**src/rtl/dcsformer_gen.sv**
```systemverilog
// Gram-matrix attention block: loads an N x D token matrix X, forms G = X*X^T,
// optionally zeroes entries below their row average, then multiplies by a streamed W.
module dcsformer_gen #(
  parameter int N    = 8,
  parameter int D    = 16,
  parameter int DW   = 8,
  parameter int NCOL = 1,
  parameter int OW   = 32
) (
  input  logic          clk,
  input  logic          rst_n,
  input  logic          thr_en,
  input  logic          i_valid,
  input  logic [DW-1:0] i_data,
  output logic          in_ready,
  input  logic          w_valid,
  input  logic [DW-1:0] w_data,
  output logic          w_ready,
  output logic          o_valid,
  output logic [OW-1:0] o_data,
  output logic          o_last,
  input  logic          o_ready
);

  localparam int LN  = $clog2(N);
  localparam int PW  = 2 * DW;
  localparam int GW  = 2 * DW + $clog2(D);
  localparam int RW  = GW + LN;
  localparam int YW  = GW + DW + LN;
  localparam int AW  = (YW > OW) ? YW : OW;
  localparam int XIW = $clog2(N * D);
  localparam int WIW = $clog2(N * NCOL);
  localparam int DCW = (D > 1) ? $clog2(D) : 1;
  localparam int CCW = (NCOL > 1) ? $clog2(NCOL) : 1;

  localparam logic [XIW-1:0] X_LAST = XIW'(N * D - 1);
  localparam logic [WIW-1:0] W_LAST = WIW'(N * NCOL - 1);
  localparam logic [LN-1:0]  N_LAST = LN'(N - 1);
  localparam logic [DCW-1:0] D_LAST = DCW'(D - 1);
  localparam logic [CCW-1:0] C_LAST = CCW'(NCOL - 1);

  typedef enum logic [2:0] {IDLE, LOAD, GRAM, WAIT_W, MUL, OUT} state_t;
  state_t state, state_nx;

  logic [DW-1:0] x_mem [N*D];
  logic [GW-1:0] g_mem [N*N];
  logic [DW-1:0] w_mem [N*NCOL];
  logic [OW-1:0] y_mem [N*NCOL];
  logic [RW-1:0] row_sum [N];

  logic [XIW-1:0] xk;
  logic [WIW-1:0] wk, ok;
  logic [LN-1:0]  ga, gb, ma, mb;
  logic [DCW-1:0] gd;
  logic [CCW-1:0] mc;
  logic           thr_q;
  logic [GW-1:0]  gacc, gacc_nx;
  logic [AW-1:0]  macc, macc_nx;

  logic           x_fire, w_fire, o_fire, g_done, m_done;
  logic [XIW-1:0] x_pa, x_pb;
  logic [PW-1:0]  prod_g;
  logic [GW-1:0]  g_sel, avg, a_val;
  logic [WIW-1:0] w_idx, y_idx;

  assign x_fire = i_valid && in_ready;
  assign w_fire = w_valid && w_ready;
  assign o_fire = o_valid && o_ready;
  assign g_done = (state == GRAM) && (ga == N_LAST) && (gb == N_LAST) && (gd == D_LAST);
  assign m_done = (state == MUL) && (ma == N_LAST) && (mb == N_LAST) && (mc == C_LAST);

  // Gram phase: one X*X product per cycle, rows a, columns b, feature d innermost
  assign x_pa    = XIW'(int'(ga) * D + int'(gd));
  assign x_pb    = XIW'(int'(gb) * D + int'(gd));
  assign prod_g  = PW'(x_mem[x_pa]) * PW'(x_mem[x_pb]);
  assign gacc_nx = ((gd == '0) ? '0 : gacc) + GW'(prod_g);

  // Thresholding is applied on the fly as G is read back, using row sums gathered during GRAM
  assign g_sel   = g_mem[{ma, mb}];
  assign avg     = GW'(row_sum[ma] >> LN);
  assign a_val   = (thr_q && (g_sel < avg)) ? '0 : g_sel;
  assign w_idx   = WIW'(int'(mb) * NCOL + int'(mc));
  assign y_idx   = WIW'(int'(ma) * NCOL + int'(mc));
  assign macc_nx = ((mb == '0) ? '0 : macc) + AW'(a_val) * AW'(w_mem[w_idx]);

  always_ff @(posedge clk or negedge rst_n) begin
    if (!rst_n) state <= IDLE;
    else        state <= state_nx;
  end

  always_comb begin
    state_nx = state;
    in_ready = 1'b0;
    w_ready  = 1'b0;
    o_valid  = 1'b0;
    unique case (state)
      IDLE: begin
        in_ready = 1'b1;
        if (i_valid) state_nx = LOAD;
      end
      LOAD: begin
        in_ready = 1'b1;
        if (i_valid && (xk == X_LAST)) state_nx = GRAM;
      end
      GRAM: if (g_done) state_nx = WAIT_W;
      WAIT_W: begin
        w_ready = 1'b1;
        if (w_valid && (wk == W_LAST)) state_nx = MUL;
      end
      MUL: if (m_done) state_nx = OUT;
      OUT: begin
        o_valid = 1'b1;
        if (o_ready && (ok == W_LAST)) state_nx = IDLE;
      end
      default: state_nx = IDLE;
    endcase
  end

  assign o_data = o_valid ? y_mem[ok] : '0;
  assign o_last = o_valid && (ok == W_LAST);

  // Every counter wraps to zero at the end of its phase so the next frame starts clean
  always_ff @(posedge clk or negedge rst_n) begin
    if (!rst_n) begin
      xk    <= '0;
      wk    <= '0;
      ok    <= '0;
      ga    <= '0;
      gb    <= '0;
      gd    <= '0;
      ma    <= '0;
      mb    <= '0;
      mc    <= '0;
      thr_q <= 1'b0;
      gacc  <= '0;
      macc  <= '0;
      for (int i = 0; i < N; i++) row_sum[i] <= '0;
    end else begin
      if (x_fire) begin
        if (state == IDLE) begin
          thr_q <= thr_en;
          for (int i = 0; i < N; i++) row_sum[i] <= '0;
        end
        xk <= (xk == X_LAST) ? '0 : xk + 1'b1;
      end
      if (state == GRAM) begin
        gacc <= gacc_nx;
        if (gd == D_LAST) begin
          row_sum[ga] <= row_sum[ga] + RW'(gacc_nx);
          gd <= '0;
          if (gb == N_LAST) begin
            gb <= '0;
            ga <= ga + 1'b1;
          end else begin
            gb <= gb + 1'b1;
          end
        end else begin
          gd <= gd + 1'b1;
        end
      end
      if (w_fire) wk <= (wk == W_LAST) ? '0 : wk + 1'b1;
      if (state == MUL) begin
        macc <= macc_nx;
        if (mb == N_LAST) begin
          mb <= '0;
          if (mc == C_LAST) begin
            mc <= '0;
            ma <= ma + 1'b1;
          end else begin
            mc <= mc + 1'b1;
          end
        end else begin
          mb <= mb + 1'b1;
        end
      end
      if (o_fire) ok <= (ok == W_LAST) ? '0 : ok + 1'b1;
    end
  end

  // Data stores hold no reset; every entry is rewritten before it is read in a frame
  always_ff @(posedge clk) begin
    if (x_fire) x_mem[xk] <= i_data;
    if ((state == GRAM) && (gd == D_LAST)) g_mem[{ga, gb}] <= gacc_nx;
    if (w_fire) w_mem[wk] <= w_data;
    if ((state == MUL) && (mb == N_LAST)) y_mem[y_idx] <= OW'(macc_nx);
  end

endmodule

```
**config.mk**
```make
export PLATFORM = sky130hd
export DESIGN_NAME = dcsformer_gen
export DESIGN_NICKNAME = d
export VERILOG_FILES = /design/src/rtl/dcsformer_gen.sv
export SDC_FILE = /design/constraint.sdc
export NUM_CORES = 2
export LEC_CHECK = 0
export ABC_AREA = 1
export CAP_MARGIN = 20
export CORE_ASPECT_RATIO = 0.8
export CORE_MARGIN = 4
export CORE_UTILIZATION = 55
export CTS_BUF_LIST = sky130_fd_sc_hd__clkbuf_8
export CTS_CLUSTER_SIZE = 30
export DETAILED_ROUTE_END_ITERATION = 16
export PLACE_DENSITY_LB_ADDON = 0.15
export SLEW_MARGIN = 10
export SYNTH_ARGS = -nofsm -noshare
export SYNTH_HDL_FRONTEND = slang
export SYNTH_SLANG_ARGS = --single-unit
```
**constraint.sdc**
```tcl
create_clock -name clk -period 11.9 [get_ports clk]
set_input_delay 3.57 -clock clk [delete_from_list [all_inputs] [get_ports clk]]
set_output_delay 3.57 -clock clk [all_outputs]
set_load 0.01 [all_outputs]
```
==> reports/qor.yml <==
synth_top_family_by_area: "compound AO/OA/AOI/OAI gates"
root_buffer: "clkbuf_8"
ctsHtreeMaxLevel: 5
synth_nets: 11100
cts_resized: 0
gp_congestion: 0.937
area_growth_pct: 9.50
wl_um: 358000
cts.sinks: 2893
grt_pass1_wl_um: 534000
final_cell_mix: "edfxtp_1, nor2_1, o21ai_0"
grt_max_degree: 232
synth_edf_count: 2624
numCtsBuffers: 441
start_util_pct: 55.2
timing.slew.headroom_pct: 11.4
port_buffers: 57
hold_slack_ps: 474
num_vias: 87600
finalWorstSetupSlack_ps: 1030
critPathRequiredTime_ps: 12580
ctsHoldBuffers: 0
hold_path_class: "flip-flop to flip-flop"
rsz0062_at_grt: "no"
via_per_inst: 6.20
grt_usage_pct: 29.7
cts_setup_buffers: 0
coreArea_um2: 229000
fp.dieH_um: 437
synth_flop_cell: "edfxtp_1"
rows: 157
startpoint_type: "flip-flop"
criticalPathCategory: "flip-flop to flip-flop"
clk_path_buf_depth: 4
wl_per_cell_um: 25.4
ys_ff_latch: 2893
synth_area_um2: 126000
fin_crit_sh_pct: 91.4
async_flop_share_pct: 9.30
yosys.area.top_type: "edfxtp_1"
layout.cells.non_filler: 14100
status: "finished, final reports clean"
post-route-min-period_ps: 10870
hold_viol_final: 0
synthTopCellsByArea: "edfxtp_1, o21ai_0, nor2_1"
synth_top_area_share_pct: 62.4
cp_slowest_stage_delay_ps: 890
cts_tree: "yes"
setup_viol: 0
fillers: 18100
worstMarginPinSlew_ps: 1330
clk_latency_ps: 1040
crit_top_cell: "nand2_1"
timing.fmax_mhz: 92.0
worstPathArrival_ps: 11560
drcViolationCount: 0
finalClockSkew_ps: 107
synthSimpleGateAreaFrac_pct: 11.4
drt-pass1-iter-count: 6
synthAdderAreaFrac_pct: 4.41
cp_max_fo: 231
ant_nets: 0
dp_hpwl_um: 208000
seq_area_frac_synth_pct: 67.7
clkSlewWorstSetupHoldPaths_ps: 70
critPathCaptureType: "flip-flop"
first_global_vias: 83900
dp_cells: 13300
ys.warnings.count: 0
drive_gt1_share_pct: 8.54
synth_cell_types: 57
postSynthCellCount: 10700
synth_xor_area_share_pct: 0.409
slew_violations: 0
avgSynthCellArea_um2: 11.8
synth-compound-area-share_pct: 12.2
drt_iter0_drc: 12100
ios: 58
final_nets: 11100
setup_tns_ps: 0
max-cap-violations: 0
die-area_um2: 237000
floorplan.die.width_um: 544
dpl_worst_slack_ps: 1450
layout_commonest_cell: "edfxtp_1"
overflow: 0
antenna_found_initial: 17
slowest_stage: "dfrtp_4"
yosys-mux-area-fraction_pct: 0.00892
[final timing paths]
kind	end	cells past startpoint	startpoint	slack [ps]
max reg2reg	y_mem[0][28]$_DFFE_PP_	33	mb[0]$_DFFE_PN0P_	1030
min	gacc[5]$_DFFE_PN0P_	2	gacc[5]$_DFFE_PN0P_	470
min reg2reg	gacc[5]$_DFFE_PN0P_	2	gacc[5]$_DFFE_PN0P_	470
min in group asynchronous	macc[7]$_DFFE_PN0P_	1	rst_n	2540
max	y_mem[0][28]$_DFFE_PP_	33	mb[0]$_DFFE_PN0P_	1030
max in group asynchronous	ma[0]$_DFFE_PN0P_	2	rst_n	7780
[stage by stage]
stage / utilization, % / area (um2)
2_1_floorplan: - / 126000
6_report: 60.5 / 138000
3_3_place_gp: 56.9 / 130000
4_1_cts: 60.5 / 138000
5_1_grt: 60.5 / 138000
3_5_place_dp: 56.9 / 130000
[layout make-up]
type	count	area [um2]	share of cell area, %
clock inverters	339	1730	1.25
repair buffers	268	2460	1.78
well taps	3021	3780	2.73
clock buffers	459	6320	4.57
flip-flops and latches	2893	85600	61.9
inverters	540	2070	1.50
multi-input cells	6595	36400	26.3
diodes	6	15.0	0.0109
[cells in the mapped netlist, drive strengths merged, types with 4 or more instances]
| cell type | count |
|---|---|
| o211ai | 103 |
| buf | 226 |
| a21oi | 126 |
| o21a | 6 |
| xor2 | 37 |
| a21boi | 7 |
| o21bai | 5 |
| nand3 | 448 |
| inv | 533 |
| a22o | 11 |
| a21o | 8 |
| a211oi | 4 |
| ha | 149 |
| nor2 | 1799 |
| o2111ai | 18 |
| dfrtp | 269 |
| a32o | 16 |
| o221ai | 207 |
| o21ai | 1605 |
| and2 | 4 |
| or4 | 16 |
| nand4 | 61 |
| o22a | 9 |
| nor3 | 36 |
| a221oi | 4 |
| nand3b | 5 |
| fa | 185 |
| edfxtp | 2624 |
| nand2 | 1163 |
| xnor2 | 22 |
| o22ai | 479 |
| a22oi | 4 |
| nor4 | 4 |
| or2 | 6 |
| a31oi | 42 |
| clkbuf | 461 |
| clkinv | 7 |
[flip-flops by register name, indices dropped and copies added (netlist names)]
name / count
state: 3
ga: 3
w_mem: 64
mb: 3
gb: 3
row_sum: 184
y_mem: 256
ma: 3
gacc: 20
macc: 32
x_mem: 1024
xk: 7
ok: 3
gd: 4
thr_q: 1
g_mem: 1280
wk: 3
[routing by layer]
metal / track usage (%) / up-vias / part of all wire [%]
met3: 6.98 / 730 / 11
met5: 0 / - / 0.015
met4: 9.63 / 8 / 3.3
li1: - / 38700 / -
met1: 44.2 / 43300 / 42
met2: 43.3 / 4851 / 44
[worst max-delay path, delay by kind of cell (launching register included)]
kind	cells	cell delay (ps)
fa+ha+maj	6	2770
buf+inv	6	1520
flops	1	890
compound gates	9	1960
simple gates	12	2910
[cell families (layout without fill, tap and decap cells)]
kind of cell / Yosys count / after routing
multiplexers: 1 / 1
adder cells (fa/ha/maj): 334 / 334
flip-flops: 2893 / 2893
other: 0 / 6
buffers and inverters: 1227 / 1606
AO/OA/AOI/OAI: 2658 / 2658
AND/OR/NAND/NOR: 3543 / 3543
XOR/XNOR: 59 / 59
Power is left out: the tool's default activity adds up to more than one toggle a clock period on the data nets, which glitch-free logic cannot reach.
